**src/rtl/a51_sequencer.sv**
```systemverilog
// ---------------------------------------------------------------------------
// a51_sequencer
//
// Control FSM for one complete A5/1 keystream session over three external
// clock-enabled LFSRs (19/22/23 bits). A session runs
//   CLEAR -> KEY (serial, LSB first) -> FRAME (serial, LSB first)
//         -> MIX (majority clocked, output discarded)
//         -> OUT (majority clocked, keystream valid) -> IDLE + done pulse.
//
// Ports
//   clk        system clock, rising edge
//   reset      asynchronous active-high reset, forces IDLE
//   start      session request, accepted only in IDLE
//   abort      synchronous session abort (no done pulse)
//   key        session key, sampled on accepted start
//   frame      frame number, sampled on accepted start
//   clk_bits   clocking taps {r23[10], r22[10], r19[8]}
//   lfsr_clr   synchronous clear request to all LFSRs
//   load_mode  1: LFSR input = feedback ^ load_bit, 0: plain feedback
//   load_bit   serial key/frame bit
//   en19/22/23 per-LFSR shift enables
//   ks_valid   keystream bit is valid at this edge
//   busy       high in every state except IDLE
//   done       one-cycle pulse after the last keystream bit
//   state      current state encoding (debug)
// ---------------------------------------------------------------------------
module a51_sequencer #(
    parameter int KEY_BITS   = 64,
    parameter int FRAME_BITS = 22,
    parameter int MIX_CYCLES = 100,
    parameter int OUT_BITS   = 228
) (
    input  logic                  clk,
    input  logic                  reset,
    input  logic                  start,
    input  logic                  abort,
    input  logic [KEY_BITS-1:0]   key,
    input  logic [FRAME_BITS-1:0] frame,
    input  logic [2:0]            clk_bits,
    output logic                  lfsr_clr,
    output logic                  load_mode,
    output logic                  load_bit,
    output logic                  en19,
    output logic                  en22,
    output logic                  en23,
    output logic                  ks_valid,
    output logic                  busy,
    output logic                  done,
    output logic [2:0]            state
);

    localparam int SH_W    = KEY_BITS + FRAME_BITS;
    localparam int MAX_A   = (KEY_BITS > FRAME_BITS) ? KEY_BITS : FRAME_BITS;
    localparam int MAX_B   = (MIX_CYCLES > OUT_BITS) ? MIX_CYCLES : OUT_BITS;
    localparam int MAX_LEN = (MAX_A > MAX_B) ? MAX_A : MAX_B;
    // At least 9 bits so the default lengths always fit with headroom.
    localparam int CNT_W   = ($clog2(MAX_LEN) > 9) ? $clog2(MAX_LEN) : 9;

    localparam logic [CNT_W-1:0] KEY_LAST   = CNT_W'(KEY_BITS - 1);
    localparam logic [CNT_W-1:0] FRAME_LAST = CNT_W'(FRAME_BITS - 1);
    localparam logic [CNT_W-1:0] MIX_LAST   = CNT_W'(MIX_CYCLES - 1);
    localparam logic [CNT_W-1:0] OUT_LAST   = CNT_W'(OUT_BITS - 1);

    typedef enum logic [2:0] {
        S_IDLE  = 3'd0,
        S_CLEAR = 3'd1,
        S_KEY   = 3'd2,
        S_FRAME = 3'd3,
        S_MIX   = 3'd4,
        S_OUT   = 3'd5
    } state_t;

    state_t           st;
    logic [CNT_W-1:0] cnt;
    logic [SH_W-1:0]  shreg;
    logic             done_r;

    // Majority of the three clocking taps.
    function automatic logic maj3(input logic [2:0] b);
        return (b[0] & b[1]) | (b[0] & b[2]) | (b[1] & b[2]);
    endfunction

    // Sequencing state: state, cycle counter, load shift register, done flop.
    always_ff @(posedge clk or posedge reset) begin
        if (reset) begin
            st     <= S_IDLE;
            cnt    <= '0;
            shreg  <= '0;
            done_r <= 1'b0;
        end else begin
            done_r <= 1'b0;
            // abort wins over every normal transition, but only when busy
            if (abort && (st != S_IDLE)) begin
                st    <= S_IDLE;
                cnt   <= '0;
                shreg <= '0;
            end else begin
                case (st)
                    S_IDLE: begin
                        if (start) begin
                            st    <= S_CLEAR;
                            shreg <= {frame, key};   // key LSB lands in shreg[0]
                            cnt   <= '0;
                        end
                    end
                    S_CLEAR: st <= S_KEY;
                    S_KEY: begin
                        shreg <= shreg >> 1;
                        if (cnt == KEY_LAST) begin
                            st  <= S_FRAME;
                            cnt <= '0;
                        end else begin
                            cnt <= cnt + 1'b1;
                        end
                    end
                    S_FRAME: begin
                        shreg <= shreg >> 1;
                        if (cnt == FRAME_LAST) begin
                            st  <= S_MIX;
                            cnt <= '0;
                        end else begin
                            cnt <= cnt + 1'b1;
                        end
                    end
                    S_MIX: begin
                        if (cnt == MIX_LAST) begin
                            st  <= S_OUT;
                            cnt <= '0;
                        end else begin
                            cnt <= cnt + 1'b1;
                        end
                    end
                    S_OUT: begin
                        if (cnt == OUT_LAST) begin
                            st     <= S_IDLE;
                            cnt    <= '0;
                            done_r <= 1'b1;
                        end else begin
                            cnt <= cnt + 1'b1;
                        end
                    end
                    default: begin
                        // unused encodings recover to IDLE
                        st    <= S_IDLE;
                        cnt   <= '0;
                        shreg <= '0;
                    end
                endcase
            end
        end
    end

    // Output decode: combinational from registered state/shreg and live taps.
    always_comb begin
        logic m;
        m         = maj3(clk_bits);
        lfsr_clr  = 1'b0;
        load_mode = 1'b0;
        load_bit  = 1'b0;
        en19      = 1'b0;
        en22      = 1'b0;
        en23      = 1'b0;
        ks_valid  = 1'b0;
        case (st)
            S_CLEAR: lfsr_clr = 1'b1;
            S_KEY, S_FRAME: begin
                en19      = 1'b1;
                en22      = 1'b1;
                en23      = 1'b1;
                load_mode = 1'b1;
                load_bit  = shreg[0];
            end
            S_MIX, S_OUT: begin
                // a register steps only when its tap agrees with the majority
                en19     = (clk_bits[0] == m);
                en22     = (clk_bits[1] == m);
                en23     = (clk_bits[2] == m);
                ks_valid = (st == S_OUT);
            end
            default: ;
        endcase
    end

    assign busy  = (st != S_IDLE);
    assign done  = done_r;
    assign state = st;

endmodule

```
**config.mk**
```make
export PLATFORM = sky130hd
export DESIGN_NAME = a51_sequencer
export DESIGN_NICKNAME = d
export VERILOG_FILES = /design/src/rtl/a51_sequencer.sv
export SDC_FILE = /design/constraint.sdc
export NUM_CORES = 1
export LEC_CHECK = 0
export BUFFER_PORTS_ARGS = -buffer_cell sky130_fd_sc_hd__buf_2
export CORE_MARGIN = 1
export CORE_UTILIZATION = 58
export DETAILED_ROUTE_END_ITERATION = 7
export HOLD_SLACK_MARGIN = 0.15
export PLACE_DENSITY = 0.83
export SYNTH_ARGS = -nofsm -noshare
export SYNTH_HDL_FRONTEND = slang
export SYNTH_SLANG_ARGS = --single-unit
```
**constraint.sdc**
```tcl
create_clock -name clk -period 6.6 [get_ports clk]
set_input_delay 1.32 -clock clk [delete_from_list [all_inputs] [get_ports clk]]
set_output_delay 1.32 -clock clk [all_outputs]
set_load 0.005 [all_outputs]
```
# [Word-level counts from Yosys, hierarchy flattened]
# Cells that the tools add are included.
[word_totals] word_cells=65 output_inout_bits=12 reg_bits=99
[op_classes] n_eq_ne=19 n_mux=27 bitwise_logic=5 addsub=1 reduce_logical=9
[op_table] op="86-bit one-hot mux with 3 select lines" n=1
[op_table] op="86-bit two-way mux" n=2
[op_table] op="9-bit two-way mux" n=6
[op_table] op="9-bit one-hot mux with 6 select lines" n=1
[op_table] op="3-bit two-way mux" n=6
[op_table] op="3-bit one-hot mux with 6 select lines" n=1
[op_table] op="3-bit inequality test (second input constant)" n=5
[op_table] op="9-bit by 1-bit adder with 9-bit output (second input constant)" n=1
[op_table] op="9-bit by 5-bit == test with 1-bit output (second input constant)" n=1
[op_table] op="9-bit by 6-bit == test with 1-bit output (second input constant)" n=1
[op_table] op="9-bit by 7-bit == test with 1-bit output (second input constant)" n=1
[op_table] op="9-bit by 8-bit == test with 1-bit output (second input constant)" n=1
[op_table] op="1-bit two-way mux" n=7
[op_table] op="3-bit by 2-bit == test with 1-bit output (second input constant)" n=2
[op_table] op="3-bit == test (second input constant)" n=2
[op_table] op="1-bit one-hot mux with 2 select lines" n=3
[op_table] op="5-bit AND reduction" n=1
[op_table] op="2-bit AND reduction" n=2
[op_table] op="2-bit OR reduction" n=2
[op_table] op="1-bit bitwise AND" n=3
[op_table] op="1-bit == test" n=3
[op_table] op="3-bit by 1-bit == test with 1-bit output (second input constant)" n=1
[op_table] op="3-bit logical NOT" n=1
[op_table] op="3-bit nonzero test" n=1
[op_table] op="5 further kinds" n=6

# [Depth between registers and ports, before layout]
# Gate-level depths: netlist of the first run.
[logic_depth] ltp_word=5 mapped_depth=7

# [Worst setup path after synthesis of the first run]
# No wires, ideal clock.
[synth_timing] path_type="input -> output" startpoint="input port clk_bits[1]" endpoint="output port en22" required_ns=5.280 slack_ns=3.523 t_arrival_ns=1.757 stages=4 path_cell_list="inv_1 -> a31oi_1 -> o31ai_1 -> a21oi_1"
[synth_between] elab_chain_cells=5 elab_cells_between_ends=6 classes_between="eq/ne: 1; mux: 1; bitwise: 4"
[synth_rtl] item="from (decl)" line_no="39" rtl="input logic [2:0] clk_bits,"
[synth_rtl] item="1-bit bitwise AND" line_no="80" rtl="return (b[0] & b[1]) | (b[0] & b[2]) | (b[1] & b[2]);"
[synth_rtl] item="1-bit bitwise OR (2 in series)" line_no="80"
[synth_rtl] item="1-bit == test (*)" line_no="176" rtl="en22 = (clk_bits[1] == m);"
[synth_rtl] item="1-bit one-hot mux with 2 select lines (*)" line_no="164" rtl="case (st)"
[synth_rtl] item="to (decl)" line_no="44" rtl="output logic en22,"
# Every way passes the cells marked *; elsewhere a longest branch is shown, timed or not.

# [Final worst setup path of the first run]
[layout_timing] startpoint="register st[1] (netlist: state[1])" endpoint="output port load_bit"
[layout_between] elab_chain_cells=3 elab_cells_between_ends=4 classes_between="eq/ne: 2; mux: 1; reduce/logical: 1"
[layout_rtl] item="from (decl)" line_no="73" rtl="state_t st;"
[layout_rtl] item="from (signal assigned)" line_no="86" rtl="st <= S_IDLE;"
[layout_rtl] item="from (signal assigned)" line_no="94" rtl="st <= S_IDLE;"
[layout_rtl] item="from (signal assigned)" line_no="101" rtl="st <= S_CLEAR;"
[layout_rtl] item="3-bit by 2-bit == test with 1-bit output" line_no="164"
[layout_rtl] item="2-bit OR reduction (no source line) (*)"
[layout_rtl] item="1-bit two-way mux (*)" line_no="164"
[layout_rtl] item="to (decl)" line_no="42" rtl="output logic load_bit,"
# Marks and branches as above.

==> run metrics, run 1 <==
Core Area=0.00781 mm2; ANT cells=0; WS Path Type=flip-flop to output pin; EDFF count, synth=0; total CTS buffers=9; Clk network pwr share=0.168; # setup viols final=0; syn_area_per_cell=9.38 um2; Post-synth top flop=dfrtp_1; Max Freq=between 0.2 and 0.3 GHz; worst-skew pair later-pin latency=0.34 ns; drt first pass iters=5; Hold Path End=shreg[0]$_DFFE_PP0P_; Async SR Flop Fraction=1.00; # fillers=a little over 600; Core Util, Final=0.697; Max transition margin=0.376; Worst Setup SP=state[1]$_DFFE_PP0P_; Worst R2R Setup Slack=between 4 and 5 ns; setup TNS=0 ns; switching power=860 uW; Layout area overhead=15.1%; switch share=0.393; crit path DAT=between 2 and 3 ns; CTS tree=yes; HPWL after detailed placement=around 6600 um; wire per inst=about 15 um; GRT Residual Overflow=0; routability cong.=0.845; maximum vdd drop=around 0.17 mV; first-pass GRT wire length=between 15000 and 20000 um; Multi-input gate area=roughly 0.0021 mm2; Synth cell types=47; Final ANT Viol Nets=0; r2r startpoint=state[1]$_DFFE_PP0P_; reg2reg end=shreg[34]$_DFFE_PP0P_; die span in y=~92 um; DR vias=4086; Sink Count=99; internal power=approximately 1300 uW; worst-margin pin slew=0.937 ns; leakage power=0.00251 uW; Total GRT Usage=0.257; Gate power share=0.349; port bufs=~100; layout cell share with drive strength beyond 1=0.229; storage element area=roughly 0.0025 mm2; # rows=32; yosys warns=0; # IOs=around 110; number of synthesized register bits=just under 100; hold_buf cts=0; r2r worst-path depth=4; crit end category=output pin; Max Slew Vio Count=0; RSZ-0062 raised after global routing=no; vias in the first global route=roughly 3.7k; outcome=completed; Clk pin slew, worst setup/hold paths=0.10 ns; Seq/Total Area, Yosys=0.524; clock root buffer master=clkbuf_8; htree depth=3; Nets=675; DRT iter0 DRCs=roughly 270; Longest Clk Path Bufs=2; hold path depth=2; crit-path max FO=70; post-CTS sizing=0; Final Cycle Share=0.602; initial antenna violation count=0; Worst Hold Launch=shreg[0]$_DFFE_PP0P_; die area=~0.0085 mm2; post-CTS setup buffer count=0; effective utilization at floorplan=0.605; max_cap viols=0; Chip Width=92.3 um; CP required=approximately 5.3 ns; mapped cell area=between 0.004 and 0.005 mm2; Seq pwr share=0.483; final hold vios=0; via/cell ratio=5.95; Worst Clk Skew=between 0.01 and 0.015 ns; Synth Instances=about 500; drt total wl=10500 um; pin count of the biggest net entering global routing=86; Power Density=a little over 400 mW/mm2; Tmin final=a little under 4 ns; DRC=0; worst hold path type=flip-flop to flip-flop; Startpoint Class=flip-flop; Synthesized Nets=around 600
synthesized netlist by cell type (all sizes together) (5+ instances only):
cell / instances / area share
a21oi: 5 / 0.0053
a22oi: 86 / 0.14
a31oi: 5 / 0.0066
and2: 6 / 0.0079
buf: 13 / 0.015
clkbuf: 31 / 0.025
dfrtp: 99 / 0.52
inv: 7 / 0.0056
nand2: 101 / 0.080
nor2: 9 / 0.0071
nor3: 7 / 0.0085
o21ai: 90 / 0.095
critical path: stages, from the launching register on:
cell and delay, ns:
dfrtp_1 0.72, nor2b_4 0.56, buf_4 0.66, and2_1 0.21, buf_2 0.10
worst max path at each step:
| stage | endpoint | slack (ns) | depth (start not counted) |
|---|---|---|---|
| finish | load_bit | 2.63 | 4 |
| global route | load_bit | 2.50 | 4 |
| CTS | load_bit | 2.68 | 4 |
| detailed placement | load_bit | 3.05 | 4 |
| global placement | load_bit | 3.09 | 4 |
| floorplan | cnt[0]$_DFFE_PP0P_ | 2.69 | 1 |
routing by layer:
metal / wire length, um / vias to the layer above / GRT usage
li1: - / 1983 / -
met1: 4920 / 1960 / 0.373
met2: 4940 / 129 / 0.398
met3: 511 / 14 / 0.0406
met4: 148 / 0 / 0.0794
met5: 0 / - / 0
layout make-up:
cell class | instances | share of cell area
inverters | 7 | 0.00529
multi-input cells | 354 | 0.378
clock buffers | 12 | 0.0285
flip-flops and latches | 99 | 0.455
well taps | 102 | 0.0235
repair buffers | 109 | 0.103
clock inverters | 4 | 0.00644
cell usage in the layout (no fill, tap or decap), drive strengths merged, types with 2 or more instances in the layout:
cell / Yosys / layout
nand2b: 2 / 2
nor3b: 2 / 2
nand2: 101 / 101
mux2i: 3 / 3
nor2b: 2 / 2
buf: 13 / 109
ha: 2 / 2
o21ai: 90 / 90
a31oi: 5 / 5
nand3: 3 / 3
and2: 6 / 6
o21a: 3 / 3
inv: 7 / 7
nor3: 7 / 7
a22oi: 86 / 86
a21oi: 5 / 5
dfrtp: 99 / 99
nor2: 9 / 9
o32ai: 4 / 4
mux2: 2 / 2
xnor2: 2 / 2
clkbuf: 31 / 12
nand4: 2 / 2
clkinv: 0 / 4
cell families after synthesis:
group | share of synthesized area
simple gates | 0.133
buf+inv | 0.0455
compound gates | 0.277
xor+xnor | 0.00371
fa+ha+maj | 0.00529
flops | 0.524
mux | 0.0111
state kept, by name, indices dropped and copies added (netlist names):
register  flops
shreg        86
cnt           9
state         3
done          1
stage by stage:
step / worst slack (ns) / area (um2) / cells / power (uW) / hold WS [ns]
after floorplan: 2.69 / 4730 / 504 / 1630 / 0.447
after global placement: 3.09 / 5250 / 671 / 1790 / 0.465
after detailed placement: 3.05 / 5250 / 671 / 1830 / 0.472
after CTS: 2.68 / 5440 / 687 / 2190 / 0.495
after global routing: 2.50 / 5440 / 687 / 2360 / 0.520
final: 2.63 / 5440 / 687 / 2190 / 0.489
power groups by stage:
stage	Combinational, uW	Clock (uW)	Sequential (uW)
after floorplan	619	0	1010
after global placement	740	0	1050
after detailed placement	768	0	1060
after CTS	767	374	1050
after global routing	865	401	1090
final	763	367	1060
Note: power is estimated with default switching activity, not from simulation.
==> inputs of run 2 (changes only) <==
Settings changed: CORE_UTILIZATION 58 to 49, PLACE_DENSITY 0.83 to 0.74.
Clock period 6.6 ns to 3.3 ns, I/O delays scaled along.
==> run 2 against run 1 <==
  * Setup slack lost 2.0 ns
  * Utilization is 9.8 points lower
  * Total power rose by 110%
  * Critical path depth shrank 1
  * Critical endpoint unchanged
  * Largest cell class unchanged
==> run metrics, run 2 (same netlist as run 1, synthesis figures left out) <==
outcome=completed; Startpoint Class=flip-flop; max_cap viols=0; Nets=approximately 680; Seq pwr share=0.462; worst-skew pair later-pin latency=roughly 0.36 ns; crit end category=output pin; switching power=about 1700 uW; met2 Track Usage GR=0.351; crit path DAT=2.00 ns; hold_buf cts=0; GR peak layer=met2; Final Cell Area=around 0.0056 mm2; Layout area overhead=17.6%; vias in the first global route=3819; Sink Count=a little under 100; max FFs per register=86; Final Cycle Share=0.805; Core Util, Final=0.598; drt total wl=~11000 um; drt first pass iters=5; commonest non-fill, non-tap cells in the layout=104 x buf_2, 101 x nand2_1, 99 x dfrtp_1, 85 x a22oi_1, 75 x o21ai_1; Worst Clk Skew=0.0121 ns; Final ANT Viol Nets=0; maximum vdd drop=roughly 0.45 mV; DR vias=a little over 4k; layout cell share with drive strength beyond 1=0.230; Chip Width=100 um; post-CTS setup buffer count=0; setup TNS=0 ns; # fillers=850; HPWL after detailed placement=6960 um; die area=around 0.010 mm2; ANT cells=0; Max transition margin=0.287; # setup viols final=0; Tmin final=about 2.7 ns; via/cell ratio=slightly below 6; DRT iter0 DRCs=around 210; total CTS buffers=9; CP required=2.64 ns; switch share=0.381; Max Slew Vio Count=0; Top reg by flops=shreg; RSZ-0062 raised after global routing=no; DRC=0; worst-margin pin slew=about 1.1 ns; met1 Use GR=0.331; Power Density=roughly 820 mW/mm2; routability cong.=roughly 0.9; commonest non-fill, non-tap cell in the layout=buf_2; wire per inst=between 15 and 20 um; # IOs=between 100 and 150; die span in y=roughly 100 um; crit-path max FO=25; effective utilization at floorplan=0.509; Longest Clk Path Bufs=2; Core Area=approximately 0.0093 mm2; CTS tree=yes; Max Freq=0.376 GHz; Clk network pwr share=0.192; WS Path Type=flip-flop to output pin; Worst R2R Setup Slack=approximately 1.1 ns; post-CTS sizing=0; clock root buffer master=clkbuf_8; internal power=between 2000 and 3000 uW; leakage power=0.00254 uW; worst hold path type=flip-flop to flip-flop; pin count of the biggest net entering global routing=90; Gate power share=0.347; GRT Residual Overflow=0; # rows=35; DP Area=approximately 0.0053 mm2; M3 GR Usage=0.0299; htree depth=3; Clk pin slew, worst setup/hold paths=around 0.1 ns; first-pass GRT wire length=18300 um; initial antenna violation count=0; Total GRT Usage=0.227; final hold vios=0; port bufs=~100
[run 2: cell type report]
type	instances	area [um2]	share of cell area
tap	129	161	0.0291
sequential	99	2480	0.446
inverter	7	28.8	0.00518
clock buffer	11	141	0.0255
multi-input combinational	354	2060	0.370
clock inverter	5	85.1	0.0153
timing repair buffer	110	603	0.109
[run 2: path summary, 6_finish.rpt]
kind / startpoint / depth (start not counted) / end
max: state[1]$_DFFE_PP0P_ / 3 / load_bit
min: shreg[0]$_DFFE_PP0P_ / 2 / shreg[0]$_DFFE_PP0P_
max reg2reg: state[2]$_DFFE_PP0P_ / 5 / shreg[15]$_DFFE_PP0P_
min reg2reg: shreg[0]$_DFFE_PP0P_ / 2 / shreg[0]$_DFFE_PP0P_
max in group asynchronous: reset / 3 / state[2]$_DFFE_PP0P_
min in group asynchronous: reset / 2 / shreg[25]$_DFFE_PP0P_
[run 2: metal layers]
layer	up-vias	wire [um]	part of all wire
met2	121	5080	0.46
met3	14	525	0.048
met5	-	0	0
met1	2011	5220	0.48
met4	0	152	0.014
li1	1984	-	-
[run 2: power by group through the flow]
| stage | clock network (uW) | logic (uW) | registers [uW] |
|---|---|---|---|
| 6_report | 875 | 1580 | 2110 |
| 5_1_grt | 946 | 1800 | 2180 |
| 4_1_cts | 897 | 1600 | 2100 |
| 3_5_place_dp | 0 | 1600 | 2130 |
| 3_3_place_gp | 0 | 1530 | 2090 |
| 2_1_floorplan | 0 | 1240 | 2020 |
[run 2: metrics by stage]
stage	worst slack (ns)	hold WS (ns)	instances	power, uW
6_report	0.642	0.492	715	4560
5_1_grt	0.489	0.514	715	4930
4_1_cts	0.620	0.496	715	4600
3_5_place_dp	1.00	0.473	699	3720
3_3_place_gp	1.06	0.460	699	3630
2_1_floorplan	0.0496	0.447	504	3250
[run 2: critical path, cell delays in order (launching register included)]
cell and delay, ns:
dfrtp_1 0.70, nor2b_4 0.64, and2_1 0.21, buf_2 0.11
==> inputs of run 3 (changes only) <==
Settings changed: ABC_AREA set to 1, CORE_UTILIZATION 49 to 50.
Clock period 3.3 ns to 2.2 ns, I/O delays scaled along.
==> run 3 against run 2 <==
  * Synthesized area rose by 14%
  * Critical path depth rose by 2
  * Clock power rose by 46%
  * Sequential cell count did not move
  * Count of clock-buffer cells in the layout fell by 2
  * Largest cell class unchanged
  * Combinational power rose by 110%
  * Non-clock buffer count rose by 6
  * Utilization fell by 0.19 points
==> run metrics, run 3 <==
Place WS=between 0.2 and 0.3 ns; Synth Instances=roughly 700; number of synthesized register bits=slightly below 100; Core Area=0.0104 mm2; first-pass GRT wire length=20000 um; Max Slew Vio Count=0; max_cap viols=0; Chip Width=106 um; worst-skew pair later-pin latency=approximately 0.36 ns; CP required=1.76 ns; Final ANT Viol Nets=0; GRT Residual Overflow=0; Sink Count=99; Layout area overhead=15.1%; Post-synth top flop=dfrtp_1; final setup margin=about 0.18 ns; Synthesized Nets=around 810; final hold vios=0; Total GRT Usage=0.223; crit-path max FO=5; leakage power=about 0.0029 uW; # fillers=between 900 and 1k; Max transition margin=0.572; CTS tree=yes; setup TNS=0 ns; port bufs=roughly 100; Async SR Flop Fraction=1.00; # setup viols final=0; Startpoint Class=flip-flop; worst-margin pin slew=~0.64 ns; Longest Clk Path Bufs=2; drt total wl=11900 um; via/cell ratio=5.30; Tmin final=a little over 2 ns; storage element area=0.00248 mm2; Nets=886; routability cong.=0.950; vias in the first global route=roughly 4.5k; Multi-input gate area=between 0.002 and 0.0025 mm2; crit end category=output pin; wire per inst=roughly 13 um; maximum vdd drop=0.651 mV; drt first pass iters=6; worst hold path type=primary input to flip-flop; crit path DAT=about 1.6 ns; die area=roughly 0.011 mm2; die span in y=~110 um; WS Path Type=flip-flop to output pin; outcome=completed; share of Yosys cell area claimed by the top area cell type=0.461; clock root buffer master=clkbuf_8; max FFs per register=86; layout cell share with drive strength beyond 1=0.186; commonest non-fill, non-tap cell in the layout=o21ai_0; Power Density=roughly 1100 mW/mm2; Max Freq=0.494 GHz; Clk pin slew, worst setup/hold paths=about 0.090 ns; htree depth=3; Synth top cells by count=164 x o21ai_0, 121 x nand2_1, 107 x inv_1, 99 x dfrtp_1, 99 x nand3_1; Synth cell types=33; ANT cells=0; EDFF count, synth=0; # IOs=around 110; DRC=0; Top reg by flops=shreg; top cell type by total area after synthesis=dfrtp_1; Worst Clk Skew=roughly 0.0067 ns; HPWL after detailed placement=a little under 8000 um; yosys warns=0; syn_area_per_cell=about 7.5 um2; DRT iter0 DRCs=about 320; DR vias=4934; Core Util, Final=0.597; post-CTS sizing=0; initial antenna violation count=0; RSZ-0062 raised after global routing=no; pin count of the biggest net entering global routing=99; total CTS buffers=9; # rows=37; commonest non-fill, non-tap cells in the layout=164 x o21ai_0, 121 x nand2_1, 106 x inv_1, 104 x buf_2; Final Cycle Share=0.919; mapped cell area=about 0.0054 mm2; Seq/Total Area, Yosys=0.461; effective utilization at floorplan=0.518; cell with the most instances after synthesis=o21ai_0; Area contributors post-synth=dfrtp_1 46%, o21ai_0 15%, nand3_1 9.2%
==> run 3: changes by cell type after synthesis, sizes merged, moves of 13 or more <==
cell	delta
nand2	+24
buf	+19
a22oi	-86
nand3	+99
inv	+105
o21ai	+87
clkbuf	-13
==> run 3: where the power goes <==
part / switching, uW / internal, uW
registers: 175 / 2300
clock network: 643 / 637
logic: 2210 / 1070
==> run 3: final cells by class <==
| class | count | area share |
|---|---|---|
| multi-input combinational | 453 | 0.358 |
| inverter | 112 | 0.0686 |
| sequential | 99 | 0.400 |
| tap | 136 | 0.0275 |
| clock inverter | 6 | 0.0144 |
| timing repair buffer | 116 | 0.111 |
| clock buffer | 9 | 0.0200 |
==> run 3: routing by layer <==
metal / GRT usage / up-vias / share of wire
met5: 0 / - / 0
met3: 0.0414 / 22 / 0.061
met1: 0.299 / 2279 / 0.45
met2: 0.364 / 176 / 0.47
li1: - / 2457 / -
met4: 0.0794 / 0 / 0.022
==> run 3: cells by family after synthesis <==
logic type,share of synthesized area
AOI/OAI and AO/OA,0.186
and+or+nand+nor,0.214
buffers and inverters,0.127
adders and majority gates,0.00466
DFF,0.461
xor gates and xnor gates,0.00815
==> run 3: final timing paths <==
path | to | cells after the start | slack [ns] | from
min in group asynchronous | cnt[4]$_DFFE_PP0P_ | 3 | 0.69 | reset
worst max register to register | state[0]$_DFFE_PP0P_ | 10 | 0.24 | cnt[0]$_DFFE_PP0P_
max in group asynchronous | shreg[54]$_DFFE_PP0P_ | 4 | 0.91 | reset
worst max-delay path | en22 | 5 | 0.18 | state[1]$_DFFE_PP0P_
worst min register to register | shreg[2]$_DFFE_PP0P_ | 2 | 0.52 | shreg[2]$_DFFE_PP0P_
worst min-delay path | shreg[85]$_DFFE_PP0P_ | 3 | 0.32 | frame[21]
==> run 3: critical path: stages (launching register included) <==
cell and delay, ns:
dfrtp_1 0.47, inv_2 0.15, nand2_1 0.12, a311o_1 0.33, nand2_1 0.05, buf_2 0.10
==> run 3: what timing repair did <==
action | CTS | global route
hold endpoints to repair | 5 | 0
setup buffers | 0 | 0
hold buffers | 1 | 0
==> run 3: stage by stage <==
| step | total power [uW] | hold WS [ns] | instances | cell area (um2) |
|---|---|---|---|---|
| 3_5_place_dp | 5800 | 0.504 | 915 | 5960 |
| 2_1_floorplan | 5070 | 0.483 | 714 | 5380 |
| 5_1_grt | 7680 | 0.331 | 931 | 6190 |
| 3_3_place_gp | 5680 | 0.496 | 915 | 5960 |
| 4_1_cts | 7090 | 0.315 | 931 | 6190 |
| 6_report | 7030 | 0.322 | 931 | 6190 |
